`src/rtl/hpis_reg_bank.sv`:
```
// hpis_reg_bank: CPU-bus register bank (version, scratch, ctrl/soft-reset, W1C irq, error capture); optional HPIS_ACC_CNT_EN adds WR_CNT/RD_CNT.
// Latency: writes visible next cycle; read data registered 1 cycle after cpu_rd, held until next cpu_rd.
// Backpressure: none; every cpu_wr/cpu_rd pulse is serviced in its own cycle.
module hpis_reg_bank #(
    parameter int                    ADDR_WIDTH    = 21,
    parameter int                    DATA_WIDTH    = 32,
    parameter int                    DATA_BYTE_NUM = DATA_WIDTH / 8,
    parameter logic [ADDR_WIDTH-1:0] BASE_ADDR     = 21'h000000,
    parameter logic [31:0]           VERSION       = 32'h2017_0001,
    parameter int                    IRQ_NUM       = 8,
    parameter int                    SRST_WIDTH    = 16,
    parameter logic [31:0]           UNMAP_DATA    = 32'hDEAD_BEEF
) (
    input  logic                     aclk,
    input  logic                     areset,
    input  logic                     cpu_wr,
    input  logic [ADDR_WIDTH-1:0]    cpu_wr_addr,
    input  logic [DATA_BYTE_NUM-1:0] cpu_wr_strb,
    input  logic [DATA_WIDTH-1:0]    cpu_data_in,
    input  logic                     cpu_rd,
    output logic [DATA_WIDTH-1:0]    cpu_data_out,
    input  logic [IRQ_NUM-1:0]       irq_src,
    output logic                     irq_out,
    output logic                     soft_rst,
    output logic [7:0]               ctrl_mode
);

    localparam logic [5:0] OFF_VERSION = 6'h00;
    localparam logic [5:0] OFF_SCRATCH = 6'h01;
    localparam logic [5:0] OFF_CTRL    = 6'h02;
    localparam logic [5:0] OFF_STATUS  = 6'h03;
    localparam logic [5:0] OFF_MASK    = 6'h04;
    localparam logic [5:0] OFF_ERRADDR = 6'h05;
    localparam logic [5:0] OFF_ERRCNT  = 6'h06;
    localparam logic [5:0] OFF_WRCNT   = 6'h07;
    localparam logic [5:0] OFF_RDCNT   = 6'h08;

    logic [DATA_WIDTH-1:0] scratch;
    logic [IRQ_NUM-1:0]    int_status;
    logic [IRQ_NUM-1:0]    int_mask;
    logic [ADDR_WIDTH-1:0] err_addr;
    logic [15:0]           err_cnt;
    logic [7:0]            srst_cnt;

    logic                  hit;
    logic [5:0]            offset;
    logic                  mapped;
    logic                  wr_hit;
    logic                  rd_hit;
    logic [DATA_WIDTH-1:0] wmask;
    logic [DATA_WIDTH-1:0] wdata_m;
    logic [DATA_WIDTH-1:0] rd_data;
    logic [IRQ_NUM-1:0]    w1c;
    logic [1:0]            err_inc;
    logic [16:0]           err_sum;

    assign hit     = cpu_wr_addr[ADDR_WIDTH-1:8] == BASE_ADDR[ADDR_WIDTH-1:8];
    assign offset  = cpu_wr_addr[7:2];
    assign wr_hit  = cpu_wr & hit;
    assign rd_hit  = cpu_rd & hit;
    assign wdata_m = cpu_data_in & wmask;

    always_comb begin
        wmask = '0;
        for (int b = 0; b < DATA_BYTE_NUM; b++)
            wmask[b*8 +: 8] = {8{cpu_wr_strb[b]}};
    end

    always_comb begin
        mapped = 1'b0;
        case (offset)
            OFF_VERSION, OFF_SCRATCH, OFF_CTRL, OFF_STATUS,
            OFF_MASK, OFF_ERRADDR, OFF_ERRCNT: mapped = 1'b1;
`ifdef HPIS_ACC_CNT_EN
            OFF_WRCNT, OFF_RDCNT:             mapped = 1'b1;
`endif
            default:                          mapped = 1'b0;
        endcase
    end

`ifdef HPIS_ACC_CNT_EN
    logic [31:0] wr_cnt;
    logic [31:0] rd_cnt;

    always_ff @(posedge aclk or posedge areset) begin
        if (areset) begin
            wr_cnt <= '0;
            rd_cnt <= '0;
        end else begin
            if (wr_hit && offset == OFF_WRCNT && |cpu_wr_strb)
                wr_cnt <= '0;
            else if (wr_hit && mapped)
                wr_cnt <= wr_cnt + 32'd1;
            if (wr_hit && offset == OFF_RDCNT && |cpu_wr_strb)
                rd_cnt <= '0;
            else if (rd_hit && mapped)
                rd_cnt <= rd_cnt + 32'd1;
        end
    end
`endif

    // Read mux sees register values from before this cycle's write.
    always_comb begin
        rd_data = '0;
        case (offset)
            OFF_VERSION: rd_data = VERSION;
            OFF_SCRATCH: rd_data = scratch;
            OFF_CTRL:    rd_data[15:8] = ctrl_mode;
            OFF_STATUS:  rd_data[IRQ_NUM-1:0] = int_status;
            OFF_MASK:    rd_data[IRQ_NUM-1:0] = int_mask;
            OFF_ERRADDR: rd_data[ADDR_WIDTH-1:0] = err_addr;
            OFF_ERRCNT:  rd_data[15:0] = err_cnt;
`ifdef HPIS_ACC_CNT_EN
            OFF_WRCNT:   rd_data = wr_cnt;
            OFF_RDCNT:   rd_data = rd_cnt;
`endif
            default:     rd_data = UNMAP_DATA;
        endcase
    end

    assign w1c     = (wr_hit && offset == OFF_STATUS) ? wdata_m[IRQ_NUM-1:0] : '0;
    assign err_inc = {1'b0, wr_hit & ~mapped} + {1'b0, rd_hit & ~mapped};
    assign err_sum = {1'b0, err_cnt} + {15'd0, err_inc};

    always_ff @(posedge aclk or posedge areset) begin
        if (areset) begin
            cpu_data_out <= '0;
            irq_out      <= 1'b0;
            ctrl_mode    <= '0;
            scratch      <= '0;
            int_status   <= '0;
            int_mask     <= '1;
            err_addr     <= '0;
            err_cnt      <= '0;
            srst_cnt     <= '0;
        end else begin
            if (cpu_rd)
                cpu_data_out <= hit ? rd_data : '0;

            if (wr_hit && offset == OFF_SCRATCH)
                scratch <= (scratch & ~wmask) | wdata_m;
            if (wr_hit && offset == OFF_CTRL && cpu_wr_strb[1])
                ctrl_mode <= cpu_data_in[15:8];
            if (wr_hit && offset == OFF_MASK)
                int_mask <= (int_mask & ~wmask[IRQ_NUM-1:0]) | wdata_m[IRQ_NUM-1:0];

            // New source activity wins over a same-cycle W1C clear.
            int_status <= (int_status & ~w1c) | irq_src;
            irq_out    <= |(int_status & ~int_mask);

            if (err_inc != 2'd0)
                err_addr <= cpu_wr_addr;
            if (wr_hit && offset == OFF_ERRCNT && cpu_wr_strb[0])
                err_cnt <= '0;
            else if (err_inc != 2'd0)
                err_cnt <= err_sum[16] ? 16'hFFFF : err_sum[15:0];

            if (wr_hit && offset == OFF_CTRL && cpu_wr_strb[0] && cpu_data_in[0])
                srst_cnt <= 8'(SRST_WIDTH);
            else if (srst_cnt != 8'd0)
                srst_cnt <= srst_cnt - 8'd1;
        end
    end

    assign soft_rst = srst_cnt != 8'd0;

endmodule
```
`config.mk`:
```
export PLATFORM = sky130hd
export DESIGN_NAME = hpis_reg_bank
export DESIGN_NICKNAME = d
export VERILOG_FILES = /design/src/rtl/hpis_reg_bank.sv
export SDC_FILE = /design/constraint.sdc
export NUM_CORES = 1
export LEC_CHECK = 0
export ABC_AREA = 1
export CORE_MARGIN = 4
export CORE_UTILIZATION = 32
export CTS_BUF_LIST = sky130_fd_sc_hd__clkbuf_8
export DETAILED_ROUTE_END_ITERATION = 7
export PLACE_DENSITY_LB_ADDON = 0.08
export SYNTH_ARGS = -nofsm -noshare
export SYNTH_HDL_FRONTEND = slang
export SYNTH_SLANG_ARGS = --single-unit
```
`constraint.sdc`:
```
create_clock -name aclk -period 8.1 [get_ports aclk]
set_clock_uncertainty 0.1 [all_clocks]
set_input_delay 2.025 -clock aclk [delete_from_list [all_inputs] [get_ports aclk]]
set_output_delay 2.025 -clock aclk [all_outputs]
set_load 0.005 [all_outputs]
```
==> results of run 1 <==
==> cell usage after synthesis (2+ instances only) <==
master      n
nand2_1   315
dfrtp_1   126
nand3_1    98
inv_1      93
o21ai_0    46
nor2_1     38
o21ai_2    38
o21ai_1    13
clkbuf_1   11
nand4_1     9
buf_2       8
buf_6       8
dfstp_2     8
a21boi_0    7
nand3_4     6
buf_4       5
ha_1        5
nand2_2     5
nor2_2      5
nor2_4      5
inv_2       4
nand3_2     4
nor3_1      4
a21oi_1     3
o22ai_1     3
clkinv_1    2
nand2_4     2
nor2_8      2
or2_2       2
xnor2_1     2
xor2_1      2
==> worst paths after layout <==
path / slack (ns) / cells past startpoint / startpoint / endpoint
worst max-delay path: 2.53 / 19 / cpu_wr_addr[10] / err_cnt[5]
worst min-delay path: 0.39 / 2 / register / register
worst max register to register: 5.89 / 10 / err_cnt[0] / err_cnt[5]
worst min register to register: 0.39 / 2 / register / register
max in group asynchronous: 4.62 / 3 / areset / cpu_data_out[0]
min in group asynchronous: 1.96 / 2 / areset / srst_cnt[0]
==> metal layers <==
metal  vias up  part of all wire (%)
met3        13                   4.4
met1      2766                    49
li1       3022                     -
met2       123                    45
met4         0                  0.97
met5         -                     0
==> stage by stage <==
step | util [%] | cell area (µm²) | cells | hold WS [ns] | setup slack (ns)
after detailed placement | 38.91 | 8308 | 1241 | 0.3658 | 1.964
after floorplan | - | 7037 | 884 | 0.3422 | 2.405
after global routing | 41.03 | 8761 | 1273 | 0.3983 | 2.062
after CTS | 41.03 | 8761 | 1273 | 0.3877 | 2.458
final | 41.03 | 8761 | 1273 | 0.3890 | 2.525
after global placement | 38.91 | 8308 | 1241 | 0.3600 | 2.093
==> worst min-delay path, cell delays in order (launching register included) <==
cell and delay [ns]:
dfrtp_1 0.35, nand2_1 0.06, o21ai_2 0.05
==> where the power goes <==
part           internal, W  total [W]  switching, W  leakage, nW
clock             0.000356   0.000644      0.000288        0.220
sequential        0.000672   0.000674    0.00000233         1.75
combinational    0.0000381  0.0000862     0.0000481         2.27
total              0.00107    0.00140      0.000339         4.24
==> cell type report <==
class                           count  area share [%]
Clock buffer                       19           2.985
Clock inverter                     13           2.185
Inverter                           99           4.299
Multi-Input combinational cell    619           35.30
Sequential cell                   134           38.39
Tap cell                          275           3.927
Timing Repair Buffer              114           12.91
==> cells by family (layout without fill, tap and decap cells) <==
family	Yosys count	after routing	share of synthesized area [%]
compound gates	112	112	10.38
xor+xnor	4	4	0.4980
fa+ha+maj	6	6	1.174
buf+inv	131	245	8.250
flops	134	134	47.80
simple gates	497	497	31.90
==> results.md, run 1 <==
- Outcome: finished clean
- Nets@finish: about 1,100
- CORE AREA: 0.02135 mm²
- CP max-delay cell: nor2_4
- CTS Sinks: about 130
- Power Density: 160.3 mW/mm²
- Met3 GRT Util: 3.789%
- #FFs+latches synth: roughly 130
- CTS root buffer: clkbuf_8
- Crit Path Class: input port to register
- Post-synth ARST share: between 90% and 100%
- Buffer depth of the longest clock path: 2
- Ys Warns: 0
- CP Launch Type: input port
- Drt pass-1 iters: 5
- Hold buffer count at cts: 0
- HP Class: register to register
- Synth cell types: 36
- CP Capture Type: register
- Starting density of the core: between 30% and 40%
- Synth top area cells: dfrtp_1, nand2_1, nand3_1
- Antenna Cells: 0
- Antenna-violating nets left: 0
- Die X: between 150 and 200 µm
- Met1 usage: approximately 24%
- Most frequent cells in the layout: nand2_1, dfrtp_1, clkdlybuf4s50_1
- Clock latency on the worst-skew pair: ~0.45 ns
- Worst path cell trace: clkdlybuf4s50_1 > nor2_1 > nand2_1 > nor2_1 > nand2_2 > nor2_4 > nand2_4 > inv_2 > ha_1 > ha_1 > inv_1 > fa_1 > nor2_1 > nand2_1 > inv_1 > nand3_2 > nand3_1 > nand3_1 > nand2_1
- M2 GR Usage: approximately 26%
- Gr usage total: between 10% and 20%
- Area of the mapped netlist: a little over 0.007 mm²
- WL/cell: ~16 µm
- Bufs and invs on worst path: 4
- Post CTS Setup Buffer Count: 0
- Post-layout min period: ~5.6 ns
- Synth top area share: between 40 and 50%
- Post-synth top flop: dfrtp_1
- Tcrit/Tclk final: 68.82%
- Final setup fails: 0
- Gr busiest metal: met2
- Peak supply drop: approximately 0.077 mV
- Endpoint required time on the critical path: between 8 and 9 ns
- GRT overflow: 0
- Area leader, netlist: dfrtp_1
- Final total power: roughly 0.0014 W
- Final Hold Vio Count: 0
- Seq/Total Area, Yosys: ~48%
- First-pass GRT wire length: 31,970 µm
- Multi-input logic area: around 0.0031 mm²
- CP max stage delay: 0.66 ns
- Worst rel slew slack: a little under a quarter
- IO Pins: between 100 and 150
- Share of cells above drive strength 1: 11.82%
- Post-route DRC violation count: 0
- Fmax: about 180 MHz
- Initial antenna violation count: 0
- Final slew viol count: 0
- Register Area: ~0.0034 mm²
- Wirelength, routed: between 20,000 and 25,000 µm
- EDFF count, synth: 0
- Syn-to-layout area delta: 24.50%
- Worst Tran Pin Value: between 1 and 1.5 ns
- Clk slew on worst S/H paths: roughly 0.090 ns
- Pleak: ~4.2 nW
- CTS tree: done
- Max Cap Viol: 0
- Vias: 5,924
- WP data arrival: 5.87 ns
- RePlAce Congestion: between 0.8 and 0.9
- HPWL after DPL: ~14,000 µm
- Die area: about 0.024 mm²
- Die Y: around 160 µm
- Delay-heaviest family, CP: simple AND/OR/NAND/NOR gates
- 1st-iter DRT viols: between 300 and 400
- Most common cell after layout, fill and taps aside: nand2_1
- Num CTS Buffers: 17
- RSZ-0062 raised after global routing: false
- Fillers: roughly 2,200
- Cell Rows: 53
- Synthesized Nets: 959
- Largest net degree at the start of global routing: 76
- Syn_area_per_cell: approximately 8 µm²
- Sum Neg Setup Slack: 0 ns
- # resized after CTS: 0
- Number of port buffers: 110
- H-tree depth: 4
- Via density: 4.654
- CP max FO: 35
- Number of global-route vias before repair: about 5,600
- Post-Syn Instances: between 800 and 900
(Power assumes the default switching activity.)
==> run 2, diff against run 1 <==
==> constraint.sdc (replaced) <==
create_clock -name aclk -period 5.4 [get_ports aclk]
set_clock_uncertainty 0.1 [all_clocks]
set_input_delay 1.35 -clock aclk [delete_from_list [all_inputs] [get_ports aclk]]
set_output_delay 1.35 -clock aclk [all_outputs]
set_load 0.005 [all_outputs]
==> run 2 against run 1 <==
Net effect: sequential power up 50%; hold slack worse by 0.0050 ns; clock power up 60%; register-to-register slack worse by 2.7 ns; worst setup slack worse by 1.6 ns; power up 55%; critical path type unchanged; largest cell class unchanged.
==> results.md, run 2 (synthesis gave the netlist of run 1 again) <==
- Outcome: finished clean (unchanged)
- Crit Path Class: input port to register (unchanged)
- Worst Tran Pin Value: 0.8680 ns (was 1.154 ns)
- Share of cells above drive strength 1: 12.26% (was 11.82%)
- Final setup fails: 0 (unchanged)
- Cell Rows: 53 (unchanged)
- Endpoint required time on the critical path: 5.69 ns (was 8.39 ns)
- FF-to-FF setup slack: 3.18 ns (was 5.89 ns)
- Clock latency on the worst-skew pair: 0.45 ns (about the same)
- Pleak: 4.284 nW (was 4.244 nW)
- DR WL met3: 987 µm (was 875 µm)
- Most frequent cells in the layout: nand2_1, dfrtp_1, clkdlybuf4s50_1 (unchanged)
- Final Hold Vio Count: 0 (unchanged)
- CTS root buffer: clkbuf_8 (unchanged)
- RR Startpoint: err_cnt[0] (unchanged)
- WL met2: 9470 µm (was 9113 µm)
- Initial antenna violation count: 1 (was 0)
- Antenna-violating nets left: 0 (unchanged)
- Syn-to-layout area delta: 25.52% (was 24.50%)
- Post-layout min period: 4.425 ns
- CP Launch Type: input port (unchanged)
- Tcrit/Tclk final: 81.94%
- HP Class: register to register (unchanged)
- Clk slew on worst S/H paths: 0.08 ns (was 0.09 ns)
- Final non-filler cell area: 0.008832 mm² (was 0.008761 mm²)
- Largest net degree at the start of global routing: 91 (was 76)
- Via density: 4.616 (was 4.654)
- Die Y: 156.3 µm (unchanged)
- CP max FO: 16 (was 35)
- WP data arrival: 4.71 ns (was 5.87 ns)
- Die X: 156.3 µm (unchanged)
- Dpl cell area: 0.008346 mm² (was 0.008308 mm²)
- CTS tree: done (unchanged)
- Die area: 0.02443 mm² (unchanged)
- RSZ-0062 raised after global routing: false (unchanged)
- Hold buffer count at cts: 0 (unchanged)
- Post CTS Setup Buffer Count: 0 (unchanged)
- Most common cell after layout, fill and taps aside: nand2_1 (unchanged)
- Post-route DRC violation count: 0 (unchanged)
- WL/cell: 15.64 µm (was 15.76 µm)
- Number of port buffers: 110 (unchanged)
- GRT overflow: 0 (unchanged)
- DR top layer: met4 (unchanged)
- Sum Neg Setup Slack: 0 ns (unchanged)
- HPWL after DPL: 13,980 µm (was 13,910 µm)
- Worst rel slew slack: 42.13% (was 22.79%)
- First-pass GRT wire length: 32,090 µm (was 31,970 µm)
- Nets@finish: 1,065 (was 1,060)
- IO Pins: 111 (unchanged)
- Final slew viol count: 0 (unchanged)
- CORE AREA: 0.02135 mm² (unchanged)
- # resized after CTS: 0 (unchanged)
- Peak supply drop: 0.1253 mV (was 0.07651 mV)
- Wirelength, routed: 20,000 µm (was 20,060 µm)
- Power Density: 245.7 mW/mm² (was 160.3 mW/mm²)
- RePlAce Congestion: 0.8030 (was 0.8142)
- Fmax: 226.0 MHz
- H-tree depth: 4 (unchanged)
- Drt pass-1 iters: 4 (was 5)
- Final total power: 0.002170 W (was 0.001405 W)
- Buffer depth of the longest clock path: 2 (unchanged)
- Number of global-route vias before repair: 5,839 (was 5,638)
- Met1 wire length: 9351 µm (was 9875 µm)
- 1st-iter DRT viols: 362 (was 344)
- Num CTS Buffers: 17 (unchanged)
- CP Capture Type: register (unchanged)
- CTS Sinks: 134 (unchanged)
- Gr usage total: 16.92% (was 16.78%)
- CP startpoint: cpu_wr_addr[5] (was cpu_wr_addr[10])
- Max Cap Viol: 0 (unchanged)
- Vias: 5,904 (was 5,924)
- Starting density of the core: 32.95% (unchanged)
## run 2: cell types whose count changed in the layout (fill, tap and decap cells not counted), sizes merged
cell    change
inv         -4
buf         +5
clkinv      +1
bufinv      +1
diode       +1
clkbuf      +2
## run 2: area by class of cell
| cell class | instances | area, µm² |
|---|---|---|
| Fill cell | 2196 | 12520 |
| Sequential cell | 134 | 3363 |
| Multi-Input combinational cell | 619 | 3093 |
| Timing Repair Buffer | 119 | 1169 |
| Inverter | 99 | 376.6 |
| Tap cell | 275 | 344.1 |
| Clock buffer | 21 | 289.0 |
| Clock inverter | 11 | 195.2 |
| Antenna cell | 1 | 2.502 |
## run 2: per-stage QoR
step | hold slack (ns) | setup WS, ns | util, % | cells
after detailed placement | 0.3684 | 0.4721 | 39.08 | 1246
after CTS | 0.3870 | 0.9590 | 41.35 | 1278
after global placement | 0.3635 | 0.5183 | 39.08 | 1246
after floorplan | 0.3422 | 0.3805 | - | 884
final | 0.3840 | 0.9754 | 41.36 | 1279
after global routing | 0.4002 | 0.6137 | 41.36 | 1279
## run 2: worst paths after layout
path | depth (start not counted) | end
min in group asynchronous | 2 | srst_cnt[0]
setup / recovery | 20 | err_cnt[15]
max in group asynchronous | 3 | cpu_data_out[30]
hold reg to reg | 2 | register
setup reg to reg | 10 | err_cnt[15]
hold / removal | 2 | register
## run 2: per-layer routing
metal,global-route usage [%],vias up
met3,3.678,14
met1,23.51,2736
met2,26.64,119
met5,0,-
met4,5.000,0
li1,-,3035
## run 2: where the power goes
group	internal (W)	total [W]	leakage, nW	switching, W
registers	0.00101	0.00101	1.75	0.00000371
logic	0.0000578	0.000131	2.30	0.0000737
clock network	0.000600	0.00103	0.234	0.000427
## run 2: critical path: stages
cell,delay (ns)
clkdlybuf4s50_1,0.45
inv_1,0.13
nand2_1,0.06
nor2_1,0.21
nand2_1,0.21
nand2_2,0.17
nor2_8,0.08
nand2_1,0.09
inv_1,0.05
ha_1,0.27
ha_1,0.15
inv_1,0.05
fa_1,0.42
nor2_1,0.19
nand2_1,0.10
inv_1,0.07
nand3_2,0.30
nand3_1,0.21
nand3_1,0.08
nand2_1,0.08
==> run 3, diff against run 2 <==
==> constraint.sdc (replaced) <==
create_clock -name aclk -period 4.23 [get_ports aclk]
set_clock_uncertainty 0.1 [all_clocks]
set_input_delay 1.0575 -clock aclk [delete_from_list [all_inputs] [get_ports aclk]]
set_output_delay 1.0575 -clock aclk [all_outputs]
set_load 0.005 [all_outputs]
==> run 3 against run 2 <==
Net effect: routed wire length is 0.16% lower; utilization is 0.79 points higher; hold slack worse by 0.0021 ns; critical path type unchanged; die area stayed put; first-iteration DRC count is 26% lower; worst setup slack worse by 0.48 ns; non-clock buffer count is 17 higher; clock-buffer cell count is 3 lower.
==> results.md, run 3 (synthesis gave the netlist of run 1 again) <==
- Largest net degree at the start of global routing: 135 (was 91)
- Post-route DRC violation count: 0 (unchanged)
- Sum Neg Setup Slack: 0 ns (unchanged)
- Number of global-route vias before repair: 5,710 (was 5,839)
- Hold buffer count at cts: 0 (unchanged)
- Pleak: 4.389 nW (was 4.284 nW)
- Number of port buffers: 110 (unchanged)
- Drt pass-1 iters: 5 (was 4)
- Clock latency on the worst-skew pair: 0.44 ns (was 0.45 ns)
- Die X: 156.3 µm (unchanged)
- Wirelength, routed: 19,970 µm (was 20,000 µm)
- HP Class: register to register (unchanged)
- Worst Tran Pin Value: 0.8502 ns (was 0.8680 ns)
- Die Y: 156.3 µm (unchanged)
- Final setup fails: 0 (unchanged)
- Post CTS Setup Buffer Count: 0 (unchanged)
- Final Hold Vio Count: 0 (unchanged)
- Placed insts: 1,263 (was 1,246)
- CTS tree: done (unchanged)
- Share of cells above drive strength 1: 13.53% (was 12.26%)
- Buffer depth of the longest clock path: 2 (unchanged)
- H-tree depth: 4 (unchanged)
- Crit Path Class: input port to register (unchanged)
- First-pass GRT wire length: 31,820 µm (was 32,090 µm)
- Antenna Cells: 0 (was 1)
- Post-layout min period: between 3 and 4 ns
- Logic pwr share: 6.1% (about the same)
- Net Sw Power: 0.0006296 W (was 0.0005041 W)
- Worst rel slew slack: 43.32% (was 42.13%)
- Most common cell after layout, fill and taps aside: nand2_1 (unchanged)
- Via density: 4.578 (was 4.616)
- Gr usage total: 16.69% (was 16.92%)
- RePlAce Congestion: 0.7961 (was 0.8030)
- Sequential power share: 45.7% (was 46.6%)
- Die area: 0.02443 mm² (unchanged)
- Syn-to-layout area delta: 27.92% (was 25.52%)
- GRT overflow: 0 (unchanged)
- Final Util: 42.15% (was 41.36%)
- CTS Sinks: 134 (unchanged)
- WL/cell: 15.42 µm (was 15.64 µm)
- Clk slew on worst S/H paths: 0.07 ns (was 0.08 ns)
- Power Density: 314.3 mW/mm² (was 245.7 mW/mm²)
- Peak supply drop: 0.1638 mV (was 0.1253 mV)
- 1st-iter DRT viols: 268 (was 362)
- Antenna-violating nets left: 0 (unchanged)
- CP Capture Type: register (unchanged)
- CTS root buffer: clkbuf_8 (unchanged)
- WP data arrival: 4.00 ns (was 4.71 ns)
- Vias: 5,929 (was 5,904)
- Nets@finish: 1,082 (was 1,065)
- IO Pins: 111 (unchanged)
- Most frequent cells in the layout: nand2_1, dfrtp_1, clkdlybuf4s50_1 (unchanged)
- CORE AREA: 0.02135 mm² (unchanged)
- Int Power: 0.002200 W (was 0.001666 W)
- Tcrit/Tclk final: roughly nine tenths
- CP Launch Type: input port (unchanged)
- Max Cap Viol: 0 (unchanged)
- # resized after CTS: 0 (unchanged)
- HPWL after DPL: 13,720 µm (was 13,980 µm)
- CP max FO: 9 (was 16)
- Initial antenna violation count: 0 (was 1)
- Fmax: 267.6 MHz
- Num CTS Buffers: 17 (unchanged)
- Starting density of the core: 32.95% (unchanged)
- RSZ-0062 raised after global routing: false (unchanged)
- Post-Layout Cell Count: 1,295 (was 1,279)
- Final slew viol count: 0 (unchanged)
- Outcome: finished clean (unchanged)
- Cell Rows: 53 (unchanged)
- Sw frac: 22.25% (was 23.23%)
- Endpoint required time on the critical path: 4.50 ns (was 5.69 ns)
- Clock power frac: 48.2% (was 47.3%)
==> run 3: changes by cell type in the layout (fill, tap and decap cells not counted), sizes merged <==
cell and delta:
clkinv +1, buf +17, inv +1, bufinv +2, clkbuf -3, diode -1
clkinvlp -1
==> run 3: layer usage <==
layer  track usage [%]  vias up  wire length, µm
met1             23.79     2748             9790
met4             3.140        0              108
li1                  -     3058                -
met5                 0        -                0
met2             25.82      116             9021
met3             4.480        7             1050
==> run 3: path summary, 6_finish.rpt <==
path,slack [ns],endpoint,startpoint,depth (start not counted)
max in group asynchronous,2.34,async pin,areset,3
min reg2reg,0.38,err_addr[14],err_addr[14],2
max reg2reg,2.20,err_cnt[1],err_cnt[0],11
min,0.38,err_addr[14],err_addr[14],2
max,0.49,err_cnt[1],cpu_wr_addr[7],21
min in group asynchronous,0.98,srst_cnt[0],areset,3
==> run 3: through the flow <==
step                      total power (W)  instance area (µm²)  hold WS [ns]  setup WS, ns
after global routing             0.002954                 9001        0.3992        0.2489
after detailed placement         0.001495                 8497        0.3650       0.01789
after floorplan                  0.001390                 7041        0.3422        0.5264
final                            0.002829                 9001        0.3819        0.4929
after global placement           0.001495                 8497        0.3628       0.07348
after CTS                        0.002870                 9001        0.3854        0.4761
==> run 3: critical path: stages <==
cell and delay [ns]:
clkdlybuf4s50_1 0.46, inv_1 0.09, nand2_1 0.05, nor2_1 0.21
nand2_1 0.12, nand2_2 0.13, nor2_8 0.06, nand2_1 0.07
inv_1 0.05, ha_1 0.26, ha_1 0.15, inv_1 0.05
fa_1 0.42, nor2_1 0.16, nand2_1 0.09, inv_1 0.08
nand3_2 0.07, buf_4 0.18, nand2_1 0.06, nand3_1 0.07
nand2_1 0.10
==> run 3: final cells by class <==
cell class	instances	area, µm²
Inverter	99	375.4
Clock buffer	18	247.7
Clock inverter	14	256.5
Sequential cell	134	3363
Timing Repair Buffer	136	1321
Tap cell	275	344.1
Fill cell	2237	12350
Multi-Input combinational cell	619	3093
==> run 3: power groups by stage <==
stage               Clock [W]  Sequential, W  Combinational [W]
detailed placement          0        0.00132           0.000179
CTS                   0.00140        0.00129           0.000179
global placement            0        0.00132           0.000179
global route          0.00147        0.00129           0.000195
finish                0.00136        0.00129           0.000174
floorplan                   0        0.00132          0.0000747
